<file path="src/rtl/multi_cycle_ctrl.sv">
// multi_cycle_ctrl: control FSM for a multi-cycle CPU (IF/ID/EXE/MEM/WB).
// Define MULTI_CYCLE_CTRL_HALT_EN to add the HALT state entered by opcode 111111.
module multi_cycle_ctrl (
   input  logic       CLK,
   input  logic       Reset,
   input  logic [5:0] Opcode,
   input  logic       Zero,
   output logic       PCWre,
   output logic [1:0] PCSrc,
   output logic       IRWre,
   output logic       RegWre,
   output logic       MemWre,
   output logic       ALUSrcB,
   output logic [2:0] ALUOp,
   output logic [2:0] State
);
   typedef enum logic [2:0] {
      S_IF   = 3'b000,
      S_ID   = 3'b001,
      S_EXE  = 3'b010,
      S_MEM  = 3'b011,
`ifdef MULTI_CYCLE_CTRL_HALT_EN
      S_WB   = 3'b100,
      S_HALT = 3'b101
`else
      S_WB   = 3'b100
`endif
   } state_t;
   localparam logic [5:0] OP_ADD  = 6'b000000;
   localparam logic [5:0] OP_SUB  = 6'b000001;
   localparam logic [5:0] OP_ADDI = 6'b000010;
   localparam logic [5:0] OP_OR   = 6'b010000;
   localparam logic [5:0] OP_AND  = 6'b010001;
   localparam logic [5:0] OP_ORI  = 6'b010010;
   localparam logic [5:0] OP_SW   = 6'b100110;
   localparam logic [5:0] OP_LW   = 6'b100111;
   localparam logic [5:0] OP_BEQ  = 6'b110000;
   localparam logic [5:0] OP_J    = 6'b111000;
   state_t st;
   logic op_add, op_sub, op_addi, op_or, op_and, op_ori;
   logic op_sw, op_lw, op_beq, op_j, op_halt, op_alu, op_unk;
   logic in_if, in_id, in_exe, in_mem, in_wb;
   assign op_add  = Opcode == OP_ADD;
   assign op_sub  = Opcode == OP_SUB;
   assign op_addi = Opcode == OP_ADDI;
   assign op_or   = Opcode == OP_OR;
   assign op_and  = Opcode == OP_AND;
   assign op_ori  = Opcode == OP_ORI;
   assign op_sw   = Opcode == OP_SW;
   assign op_lw   = Opcode == OP_LW;
   assign op_beq  = Opcode == OP_BEQ;
   assign op_j    = Opcode == OP_J;
`ifdef MULTI_CYCLE_CTRL_HALT_EN
   assign op_halt = Opcode == 6'b111111;
`else
   assign op_halt = 1'b0;
`endif
   assign op_alu = op_add | op_sub | op_addi | op_or | op_and | op_ori;
   assign op_unk = !(op_alu | op_sw | op_lw | op_beq | op_j | op_halt);
   always_ff @(posedge CLK or negedge Reset)
      if (!Reset) st <= S_IF;
      else
         case (st)
            S_IF:  st <= S_ID;
`ifdef MULTI_CYCLE_CTRL_HALT_EN
            S_ID:  st <= op_halt ? S_HALT : (op_j | op_unk) ? S_IF : S_EXE;
            S_HALT: st <= S_HALT;
`else
            S_ID:  st <= (op_j | op_unk) ? S_IF : S_EXE;
`endif
            S_EXE: st <= op_beq ? S_IF : (op_lw | op_sw) ? S_MEM : S_WB;
            S_MEM: st <= op_lw ? S_WB : S_IF;
            S_WB:  st <= S_IF;
            default: st <= S_IF;
         endcase
   assign in_if  = st == S_IF;
   assign in_id  = st == S_ID;
   assign in_exe = st == S_EXE;
   assign in_mem = st == S_MEM;
   assign in_wb  = st == S_WB;
   // Outputs are decoded from the current state and forced low while in reset.
   assign State   = st;
   assign IRWre   = Reset & in_if;
   assign RegWre  = Reset & in_wb;
   assign MemWre  = Reset & in_mem & op_sw;
   assign ALUSrcB = Reset & in_exe & (op_addi | op_ori | op_lw | op_sw);
   assign PCWre   = Reset & ((in_id & (op_j | op_unk)) | (in_exe & op_beq) | (in_mem & op_sw) | in_wb);
   assign PCSrc   = !Reset ? 2'b00 : (in_id & op_j) ? 2'b10 : (in_exe & op_beq & Zero) ? 2'b01 : 2'b00;
   assign ALUOp   = !(Reset & in_exe) ? 3'b000 : (op_sub | op_beq) ? 3'b001 :
                    (op_or | op_ori) ? 3'b010 : op_and ? 3'b011 : 3'b000;
endmodule
</file>
<file path="config.mk">
export PLATFORM = sky130hd
export DESIGN_NAME = multi_cycle_ctrl
export DESIGN_NICKNAME = d
export VERILOG_FILES = /design/src/rtl/multi_cycle_ctrl.sv
export SDC_FILE = /design/constraint.sdc
export NUM_CORES = 1
export LEC_CHECK = 0
export CORE_MARGIN = 5
export CORE_UTILIZATION = 30
export DETAILED_ROUTE_END_ITERATION = 10
export PLACE_DENSITY_LB_ADDON = 0.12
export SLEW_MARGIN = 15
export SYNTH_ARGS = -nofsm -noshare
export SYNTH_HDL_FRONTEND = slang
export SYNTH_SLANG_ARGS = --single-unit
</file>
<file path="constraint.sdc">
create_clock -name CLK -period 2.1 [get_ports CLK]
set_input_delay 0.42 -clock CLK [delete_from_list [all_inputs] [get_ports CLK]]
set_output_delay 0.42 -clock CLK [all_outputs]
set_load 0.05 [all_outputs]
</file>
==> out/metrics.yaml, run 1 <==
cp_data_required_time_ps: 1680
muxShareOfSynthArea: 0
area_growth_pct: 143
regToRegStartpoint: "State[0]"
synth_edf_count: 0
hold_violations: 0
p_leak_nw: 0.408
synth_fa_ha_area_frac: 0
final_area_um2: 951
syn_area_um2: 392
period_needed_ps: 2120
setup_ws_ps: -17.0
dieHeight_um: 46.1
cap_violations: 0
reg2reg_setup_slack_ps: 990
largest_reg_flops: 3
outcome: "finished, violations left"
worstRegToRegCells: 4
wl_per_cell_um: 12.0
cts_inserted_buffers: 3
rows: 13
max_freq_ghz: 0.472
cts_sinks: 3
seq_area_frac_synth: 0.192
worst_setup_path_end_kind: "primary output"
synthArstFlopShare: 1.00
clock_skew_ps: 6.96
grt_setup_unrepaired: "true"
cts_htree_levels: 1
drtIter0Drc: 6
drv_slew: 0
ys_warn_count: 0
die-area_mm2: 0.00213
pwr_density_cell_mw_per_mm2: 574
routed_wl_um: 1290
path_clk_slew_ps: 40
dpl-instance-area_um2: 831
avgViaCountPerCell: 5.01
path_class: "flop to primary output"
timing.rr.end: "State[1]"
peakVddDrop_mv: 0.515
core_area_mm2: 0.00127
dpl.hpwl_um: 1020
path_max_fanout: 3
grt_overflow_total: 0
synth_top_family_by_area: "simple AND/OR/NAND/NOR gates"
synthTopCellsByArea: "dfrtp_1, nor3_1, nor4b_1, a2111oi_2, nand2_1"
place_congestion: 0.773
min_path_type: "input pin to async pin"
synth_xor_area_frac: 0
drc: 0
postRouteAntennaNets: 0
synth_compound_area_frac: 0.198
relSlewSlack: 0.659
boundaryPins: 22
cts_root_buf: "clkbuf_4"
failed_checks: "negative setup slack"
tightest_slew_ps: 510
port_buffers: 20
dieWidth_um: 46.1
crit_path_start_kind: "flop"
worstPathArrival_ps: 1700
grt_use_total: 0.142
grt_pass1_vias: 507
ys_ff_latch: 3
cts_tree: "built"
synthCells: 52
synthFlopType: "dfrtp_1"
clock_latency_ps: 240
fin_crit_sh: 1.01
n_antenna_cell: 0
route.vias.total: 536
max-clock-path-buffers: 2
yosys.area_share.simple: 0.511
syn_area_per_cell_um2: 7.53
fin_hold_ws_ps: 188
synth_nets: 61
grt_pass1_wl_um: 2230
first_pass_iters: 4
final_core_util: 0.750
synth_cell_types: 33
grt_max_degree: 11
setup_violations: 1
nets: 102
synth_top_area_cell: "dfrtp_1"
antenna_found_initial: 0
start_util: 0.309
drive_above_1_share: 0.620
synth_top_area_share: 0.192
[per-stage QoR]
stage	std cells	power, mW	worst slack, ps	TNS (ps)
2_1_floorplan	52	0.293	-195	-606
3_3_place_gp	99	0.416	-354	-1760
3_5_place_dp	99	0.420	-396	-1860
4_1_cts	106	0.542	-31.9	-31.9
5_1_grt	107	0.578	-93.4	-177
6_report	107	0.546	-17.0	-17.0
[cell usage after synthesis (2+ instances only)]
cell      instances
nor3_1            5
nand2_1           4
dfrtp_1           3
nor2_1            3
a21oi_1           2
and3_1            2
clkbuf_1          2
nand2b_1          2
nand3b_1          2
nor2b_1           2
nor4b_1           2
or3_1             2
[placed cells by master (no fill, tap or decap), drive strengths merged]
cell | netlist | routed
or4b | 1 | 1
a2111oi | 1 | 1
clkdlybuf4s15 | 0 | 2
clkdlybuf4s50 | 0 | 3
nand3b | 2 | 2
or2b | 1 | 1
nand4b | 1 | 1
nor2b | 2 | 2
and3 | 2 | 2
conb | 1 | 1
or4 | 1 | 1
o21ai | 1 | 1
nand2 | 4 | 4
buf | 3 | 35
nor3 | 5 | 5
nor3b | 1 | 1
a21oi | 2 | 2
nand3 | 1 | 1
nor2 | 3 | 3
inv | 1 | 1
a31oi | 1 | 1
clkbuf | 2 | 4
or3 | 2 | 2
nand4bb | 1 | 1
nand2b | 2 | 2
and4 | 1 | 1
dlygate4sd2 | 0 | 1
a211o | 2 | 2
o21bai | 1 | 1
a211oi | 1 | 1
a22oi | 1 | 1
nor4b | 2 | 2
dfrtp | 3 | 3
[repair_timing]
action | in CTS | in global routing
setup endpoints to repair | 7 | 5
pin swaps | 8 | 7
setup buffers | 3 | 1
gates resized for setup | 31 | 7
hold buffers | 0 | 0
[layer usage]
layer | track usage | vias up | routed length (µm)
li1 | - | 274 | -
met1 | 0.216 | 244 | 623
met2 | 0.203 | 16 | 579
met3 | 0.0156 | 2 | 66
met4 | 0.0511 | 0 | 16
met5 | 0 | - | 0
[worst max-delay path: stages, from the launching register on]
cell,delay [ps]
dfrtp_2,410
nor2b_4,130
nand2_2,60
or3_4,410
a2111oi_4,260
buf_12,180
[logic make-up (layout without fill, tap and decap cells)]
family          after synthesis  count (layout)
compound gates               10              10
buf+inv                       6              46
flops                         3               3
other cells                   1               1
simple gates                 32              32
[power breakdown]
| group | total (mW) | internal, mW | leakage, nW | switching, mW |
|---|---|---|---|---|
| clock network | 0.102 | 0.0713 | 0.0150 | 0.0307 |
| logic | 0.350 | 0.148 | 0.358 | 0.201 |
| registers | 0.0941 | 0.0745 | 0.0351 | 0.0196 |
[how the worst max path moves through the flow]
stage                     startpoint       end  slack, ps  depth (start not counted)
after CTS                   State[2]  ALUOp[0]        -30                          5
after global routing        State[2]  ALUOp[0]        -90                          5
after global placement         Reset  ALUOp[0]       -350                          6
final                       State[2]  ALUOp[0]        -20                          5
after detailed placement       Reset  ALUOp[0]       -400                          6
after floorplan             State[2]  ALUOp[0]       -190                          4
[layout make-up]
type / instances / area (µm²)
clock buffers: 4 / 26.3
fillers: 95 / 318
inverters: 1 / 3.75
multi-input cells: 43 / 397
flip-flops and latches: 3 / 78.8
well taps: 15 / 18.8
repair buffers: 41 / 427
Power figures use the tool's default switching activity.
==> run 2, diff against run 1 <==
--- a/config.mk
+++ b/config.mk
@@ -13,3 +13,4 @@
 export SYNTH_ARGS = -nofsm -noshare
 export SYNTH_HDL_FRONTEND = slang
 export SYNTH_SLANG_ARGS = --single-unit
+export TNS_END_PERCENT = 30
==> run 2 against run 1 <==
The run still ends with negative setup slack left. Wire length up 14%. Largest cell class unchanged. Die area unchanged. Clock skew down 1.5 ps. Clock power barely moved. Core utilization fell by 2.8 points. Count of clock-buffer cells in the layout unchanged. Combinational power barely moved.
==> out/metrics.yaml, run 2 (same netlist as run 1, synthesis figures left out) <==
ctsHoldBuffers: 0  # unchanged
fin_crit_sh: 1.01  # -0.00141
worst_setup_path_end_kind: "primary output"
cpMostUsedCell: "buf_6"
slowest_delay_ps: 540  # +130 ps
postRouteAntennaNets: 0  # unchanged
routed_wl_um: 1460  # +14%
dieWidth_um: 46.1  # unchanged
dpl.hpwl_um: 1030  # +1.8%
drtIter0Drc: 13  # +7
final_cell_mix: "buf_4, buf_12, nand2_1"
route.vias.total: 556  # +3.7%
core_area_mm2: 0.00127  # unchanged
crit_family: "simple AND/OR/NAND/NOR gates"
path_class: "input pin to primary output"
n_antenna_cell: 0  # unchanged
wl_per_cell_um: 13.4  # +12%
cts_inserted_buffers: 3  # unchanged
nFillCells: 104  # +9.5%
failed_checks: "negative setup slack"
pwr_density_cell_mw_per_mm2: 590  # +2.8%
clock_latency_ps: 240  # about the same
max-clock-path-buffers: 2  # unchanged
min_path_type: "input pin to async pin"
grt_setup_unrepaired: "true"
period_needed_ps: 2110  # -2.96 ps
crit_slowest_cell: "or4b_1"
avgViaCountPerCell: 5.10  # +1.8%
cts_root_buf: "clkbuf_4"
first_pass_iters: 4  # unchanged
nets: 104  # +2.0%
cts_tree: "built"
die-area_mm2: 0.00213  # unchanged
placedCellCount: 100  # +1.0%
start_util: 0.309  # unchanged
grt_use_total: 0.152  # +0.00943
port_buffers: 20  # unchanged
setup_violations: 1  # unchanged
grt_pass1_vias: 540  # +6.5%
setup_ws_ps: -14.1  # +2.96 ps
drv_slew: 0  # unchanged
seqCellArea_um2: 77.6  # -1.6%
cp_data_required_time_ps: 1680  # about the same
grt_overflow_total: 0  # unchanged
grt_max_degree: 12  # +1
grt_pass1_wl_um: 2360  # +5.9%
instances_no_fill: 109  # +1.9%
crit_buf_inv: 2  # +1
worstPathArrival_ps: 1690  # about the same
drive_above_1_share: 0.585  # -0.0345
dpl-instance-area_um2: 832  # +0.15%
path_max_fanout: 2  # -1
mostFrequentLayoutCell: "buf_4"
antenna_found_initial: 0  # unchanged
hold_violations: 0  # unchanged
max_freq_ghz: 0.473  # +0.14%
crit_path_start_kind: "input pin"
regToRegStartpoint: "State[0]"
area_growth_pct: 134
dieHeight_um: 46.1  # unchanged
place_congestion: 0.743  # -3.9%
rows: 13  # unchanged
p_leak_nw: 0.401  # -1.7%
crit_start: "Opcode[1]"
critical_path.cell_chain: "buf_6 -> or4b_1 -> a31oi_2 -> nand4bb_1 -> nand3b_1 -> buf_6"
multi_input_area_um2: 354  # -11%
clock_skew_ps: 5.48  # -1.48 ps
path_clk_slew_ps: 40  # about the same
cap_violations: 0  # unchanged
boundaryPins: 22  # unchanged
peakVddDrop_mv: 0.453  # -12%
drc: 0  # unchanged
cts_htree_levels: 1  # unchanged
outcome: "finished, violations left"
final_area_um2: 916  # -3.7%
cts_sinks: 3  # unchanged
largest_reg_flops: 3  # unchanged
## run 2: worst register-to-register path, stage by stage (launching register included)
cell     delay, ps
dfrtp_1        390
buf_4          190
nor2b_1        170
a22oi_1        190
nor2_1          60
## run 2: through the flow
stage	setup TNS (ps)	hold WS, ps	util	setup slack, ps	power [mW]
final	-14.1	194	0.722	-14.1	0.540
after detailed placement	-1910	566	0.656	-408	0.419
after floorplan	-1060	124	-	-320	0.285
after global routing	-173	203	0.722	-65.6	0.572
after CTS	-1.10	198	0.703	-1.10	0.535
after global placement	-1860	556	0.656	-394	0.416
## run 2: routing by layer
| layer | global-route usage | up-vias | wire length, µm |
|---|---|---|---|
| li1 | - | 278 | - |
| met1 | 0.192 | 256 | 606 |
| met2 | 0.245 | 18 | 745 |
| met3 | 0.0234 | 4 | 71 |
| met4 | 0.0795 | 0 | 36 |
| met5 | 0 | - | 0 |
## run 2: path summary, 6_finish.rpt
path                       endpoint  slack (ps)  cells past startpoint
min in group CLK           State[1]         610                      2
max in group asynchronous  State[2]        1790                      2
setup reg to reg           State[1]         990                      4
hold reg to reg            State[1]         610                      2
hold / removal             State[1]         190                      2
setup / recovery              PCWre         -10                      6
## run 2: layout make-up
class / count / area share
Sequential cell: 3 / 0.0847
Clock buffer: 4 / 0.0287
Multi-Input combinational cell: 43 / 0.387
Tap cell: 15 / 0.0205
Timing Repair Buffer: 43 / 0.475
Inverter: 1 / 0.00410
## run 2: what timing repair did
item                                    4_1_cts  5_1_grt
endpoints found under the setup margin        7        4
resized for setup                            27        4
pin swaps                                     8        1
buffers inserted                              3        2
## run 2: report_power, final
| group | internal, mW | total (mW) | switching (mW) |
|---|---|---|---|
| logic | 0.144 | 0.352 | 0.208 |
| clock network | 0.0715 | 0.105 | 0.0336 |
| registers | 0.0724 | 0.0832 | 0.0108 |
| total | 0.288 | 0.540 | 0.252 |
==> run 3, diff against run 2 <==
--- a/config.mk
+++ b/config.mk
@@ -5,9 +5,9 @@
 export SDC_FILE = /design/constraint.sdc
 export NUM_CORES = 1
 export LEC_CHECK = 0
-export CORE_MARGIN = 5
 export CORE_UTILIZATION = 30
 export DETAILED_ROUTE_END_ITERATION = 10
+export DONT_BUFFER_PORTS = 1
 export PLACE_DENSITY_LB_ADDON = 0.12
 export SLEW_MARGIN = 15
 export SYNTH_ARGS = -nofsm -noshare
==> run 3 against run 2 <==
Sequential share of layout area increased by 4.0 points. Clock skew decreased by 4.5 ps. First-iteration DRC count decreased by 46%. Die area decreased by 32%. Non-clock buffer count decreased by 29. Power decreased by 15%. Clock power about the same. The run now ends clean. Via count decreased by 16%. Fmax increased by 0.94%. Sequential power decreased by 0.6%. Cell area decreased by 32%. Global-route usage increased by 5.3 points. Critical path type is now flop to primary output.
==> out/metrics.yaml, run 3 (same netlist as run 1, synthesis figures left out) <==
outcome: "completed"
setup_violations: 0  # -1
cts_sinks: 3  # unchanged
n_antenna_cell: 0  # unchanged
port_buffers: 0  # -100%
first_pass_iters: 4  # unchanged
drive_above_1_share: 0.400  # -0.185
grt_max_degree: 12  # unchanged
wl_per_cell_um: 15.5  # +15%
drtIter0Drc: 7  # -6
avgViaCountPerCell: 5.89  # +15%
drc: 0  # unchanged
grt_pass1_wl_um: 1960  # -17%
cts_htree_levels: 1  # unchanged
dpl_worst_slack_ps: 86.7  # +495 ps
final_area_um2: 624  # -32%
fin_tns_setup_ps: 0  # +14.1 ps
boundaryPins: 22  # unchanged
crit_path_start_kind: "flop"
cts_setup_buffers: 0  # -3
placedCellCount: 74  # -26%
cts_tree: "built"
setup_ws_ps: 5.52  # +19.6 ps
dpl-instance-area_um2: 581  # -30%
drv_slew: 0  # unchanged
die-area_mm2: 0.00145  # -32%
mostFrequentLayoutCell: "buf_4"
path_max_fanout: 3  # +1
clock_skew_ps: 1.00  # -4.48 ps
power_mw: 0.459  # -15%
cts_root_buf: "clkbuf_4"
postRouteAntennaNets: 0  # unchanged
routed_wl_um: 1220  # -16%
dieWidth_um: 38.1  # -17%
antenna_found_initial: 0  # unchanged
cap_violations: 0  # unchanged
clock_latency_ps: 240  # about the same
peakVddDrop_mv: 0.385  # -15%
grt_overflow_total: 0  # unchanged
nets: 75  # -28%
core_area_mm2: 0.00116  # -8.9%
cts_inserted_buffers: 3  # unchanged
largest_reg_flops: 3  # unchanged
rows: 12  # -1
max_freq_ghz: 0.477  # +0.94%
period_needed_ps: 2090  # -19.6 ps
max-clock-path-buffers: 2  # unchanged
path_clk_slew_ps: 30  # about the same
place_congestion: 0.756  # +1.7%
grt_pass1_vias: 440  # -19%
fin_crit_sh: 0.997  # -0.00933
cp_data_required_time_ps: 1680  # about the same
hold_violations: 0  # unchanged
p_leak_nw: 0.243  # -39%
worstPathArrival_ps: 1670  # -20 ps
dpl.hpwl_um: 903  # -13%
path_class: "flop to primary output"
dieHeight_um: 38.1  # -17%
start_util: 0.339  # +0.0301
grt_setup_unrepaired: "true"
pwr_density_cell_mw_per_mm2: 735  # +25%
worst_setup_path_end_kind: "primary output"
final_cell_mix: "buf_4, buf_12, nand2_1"
route.vias.total: 465  # -16%
grt_use_total: 0.205  # +0.0533
min_path_type: "input pin to flop"
area_growth_pct: 59.4
instances_no_fill: 79  # -28%
run 3: changes by cell type in the layout (fill, tap and decap cells not counted), moves of 3 or more:
cell / delta
buf_12: -3
buf_6: -3
clkdlybuf4s50_1: -3
buf_4: -15
buf_2: -3
run 3: cell type report:
cell class	count	area, µm²
Clock buffer	4	26.3
Fill cell	108	532
Inverter	1	3.75
Multi-Input combinational cell	43	329
Sequential cell	3	77.6
Tap cell	14	17.5
Timing Repair Buffer	14	170
run 3: per-stage QoR:
stage                     utilization  hold slack [ps]
final                           0.540              356
after global routing            0.540              382
after CTS                       0.540              358
after detailed placement        0.502              125
after global placement          0.502              125
after floorplan                     -              124
run 3: routing by layer:
metal  track usage  wire length, µm  vias to the layer above
met5             0                0                        -
met4         0.188               67                        0
met3        0.0465               80                        9
met2         0.314              572                       23
met1         0.233              501                      211
li1              -                -                      222
run 3: worst paths after layout:
| path | from | endpoint | slack, ps | depth (start not counted) |
|---|---|---|---|---|
| worst max register to register | State[0] | State[1] | 930 | 4 |
| worst min-delay path | Opcode[0] | State[2] | 360 | 2 |
| max in group asynchronous | Reset | State[1] | 1460 | 1 |
| worst max-delay path | State[2] | ALUOp[0] | 6 | 5 |
| worst min register to register | State[2] | State[1] | 720 | 2 |
| min in group asynchronous | Reset | State[0] | 450 | 1 |
run 3: report_power, final:
part	total, mW	internal [mW]	switching, mW
Clock	0.102	0.0712	0.0309
Sequential	0.0827	0.0726	0.0101
Combinational	0.274	0.0921	0.182
run 3: critical path: stages, from the launching register on:
cell and delay [ps]:
dfrtp_2 410, nor2b_2 130, nand2_1 90, or3_4 360, a2111oi_4 250, buf_12 180
run 3: what timing repair did:
action,CTS,global route
hold buffers,1,0
gates resized for setup,2,0
pin swaps,1,0
setup endpoints to repair,1,2
endpoints found under the hold margin,3,0
==> RTL change: new RTL, config.mk and constraints of run 1 <==
Add a define of `MULTI_CYCLE_CTRL_HALT_EN`.
--- a/src/rtl/multi_cycle_ctrl.sv
+++ b/src/rtl/multi_cycle_ctrl.sv
@@ -1,5 +1,7 @@
 // multi_cycle_ctrl: control FSM for a multi-cycle CPU (IF/ID/EXE/MEM/WB).
 // Define MULTI_CYCLE_CTRL_HALT_EN to add the HALT state entered by opcode 111111.
+`define MULTI_CYCLE_CTRL_HALT_EN
+
 module multi_cycle_ctrl (
    input  logic       CLK,
    input  logic       Reset,
Function: changed (a bounded check fails within 4 cycles, from zero or initial values and one cycle with Reset low).
==> RTL change against run 1 <==
Total power up 28%. Largest power group unchanged. First-iteration DRC count is 67% higher. Die area did not move. Area after synthesis unchanged. Critical path depth rose by 1. Global-route usage grew 4.0 points. Wire length up 25%. Synthesized cell count is 7.7% higher. Sequential cell count is the same. The run still ends with setup timing left. Highest routed layer is now met3. Final area shrank 2.2%. Worst setup slack worse by 0.063 ns. Register-to-register slack lost 0.41 ns.
==> RTL change: results <==
set metrics [dict create \
    crit_fanout 5 \
    vias 615 \
    violations "setup timing" \
    wirelength_microns 1610 \
    synth_common_cells "nor3_1, nand2_1, and3_1, inv_1" \
    grtUsageMet2 0.283 \
    grt_pass1_wl_microns 2860 \
    ys_types 29 \
    peakVddDrop_uv 697 \
    reg2reg_to "State[2]$_DFF_PN0_" \
    met3_usage 0.0586 \
    reg2reg_from "State[2]$_DFF_PN0_" \
    highest_layer "met3" \
    max_stage_delay_ns 0.34 \
    synth_area_leaders "dfrtp_1, nor3_1, and3_1" \
    grt_max_degree 9 \
    tightest_slew_ns 0.496 \
    reg2reg_slack_ns 0.58 \
    start_kind "primary input" \
    initialDrtViolationCount 10 \
    placed_area_sq_um 871 \
    tns_ns -0.153 \
    wl_met2_microns 800 \
    status "finished with violations" \
    comb-power_mw 0.480 \
    p_switching_mw 0.336 \
    grtUsageMet1 0.246 \
    grt_pass1_vias 634 \
    arrival_ns 1.76 \
    leakage_nw 0.417 \
    gp_congestion 0.903 \
    cts_root_buffer "clkbuf_4" \
    fin_skew_ns 0.00116 \
    reg2reg_depth 6 \
    slowest_stage "a211o_1" \
    fin_ws_ns -0.0801 \
    finalSetupViolations 3 \
    routed-wl-met3_microns 117 \
    synth_nets 65 \
    clk-power_mw 0.109 \
    groute.usage.overall 0.183 \
    post_cts_resized 11 \
    dp_hpwl_microns 1190 \
    ys_seq_area_frac 0.192 \
    cts_setup_buffers 2 \
    layout.nets 107 \
]
-- RTL change: changes by cell type after synthesis, moves of 2 or more --
cell | run 1 | this run
and3_1 | 2 | 4
nor2b_1 | 2 | 0
or3_1 | 2 | 0
nor4b_1 | 2 | 0
nor3_1 | 5 | 8
o41ai_1 | 0 | 2
inv_1 | 1 | 4
nand3b_1 | 2 | 0
-- RTL change: worst max path at each step --
stage,startpoint,endpoint,cells after the start
finish,Opcode[0],PCWre,6
global route,State[2]$_DFF_PN0_,MemWre,5
CTS,State[2]$_DFF_PN0_,MemWre,5
detailed placement,Opcode[3],PCWre,6
global placement,Opcode[1],PCWre,6
floorplan,State[1]$_DFF_PN0_,PCWre,4
-- RTL change: cell type report --
| class | instances | area, sq um |
|---|---|---|
| multi-input cells | 45 | 355 |
| inverters | 4 | 15.0 |
| flip-flops and latches | 3 | 77.6 |
| fillers | 99 | 339 |
| clock buffers | 4 | 26.3 |
| repair buffers | 41 | 437 |
| well taps | 15 | 18.8 |
-- RTL change: stage by stage --
stage | power [mW] | setup WS (ns) | std cells | hold slack, ns
2_1_floorplan | 0.365 | -0.0520 | 56 | 0.124
3_3_place_gp | 0.575 | -0.295 | 106 | 0.609
3_5_place_dp | 0.583 | -0.293 | 106 | 0.629
4_1_cts | 0.696 | -0.141 | 112 | 0.261
5_1_grt | 0.737 | -0.130 | 112 | 0.283
6_report | 0.696 | -0.0801 | 112 | 0.271
-- RTL change: cells by family after synthesis --
logic type / after synthesis / share of synthesized area
other: 1 / 0.00958
AND/OR/NAND/NOR: 29 / 0.415
AO/OA/AOI/OAI: 14 / 0.272
multiplexers: 1 / 0.0256
flip-flops: 3 / 0.192
buffers and inverters: 8 / 0.0863
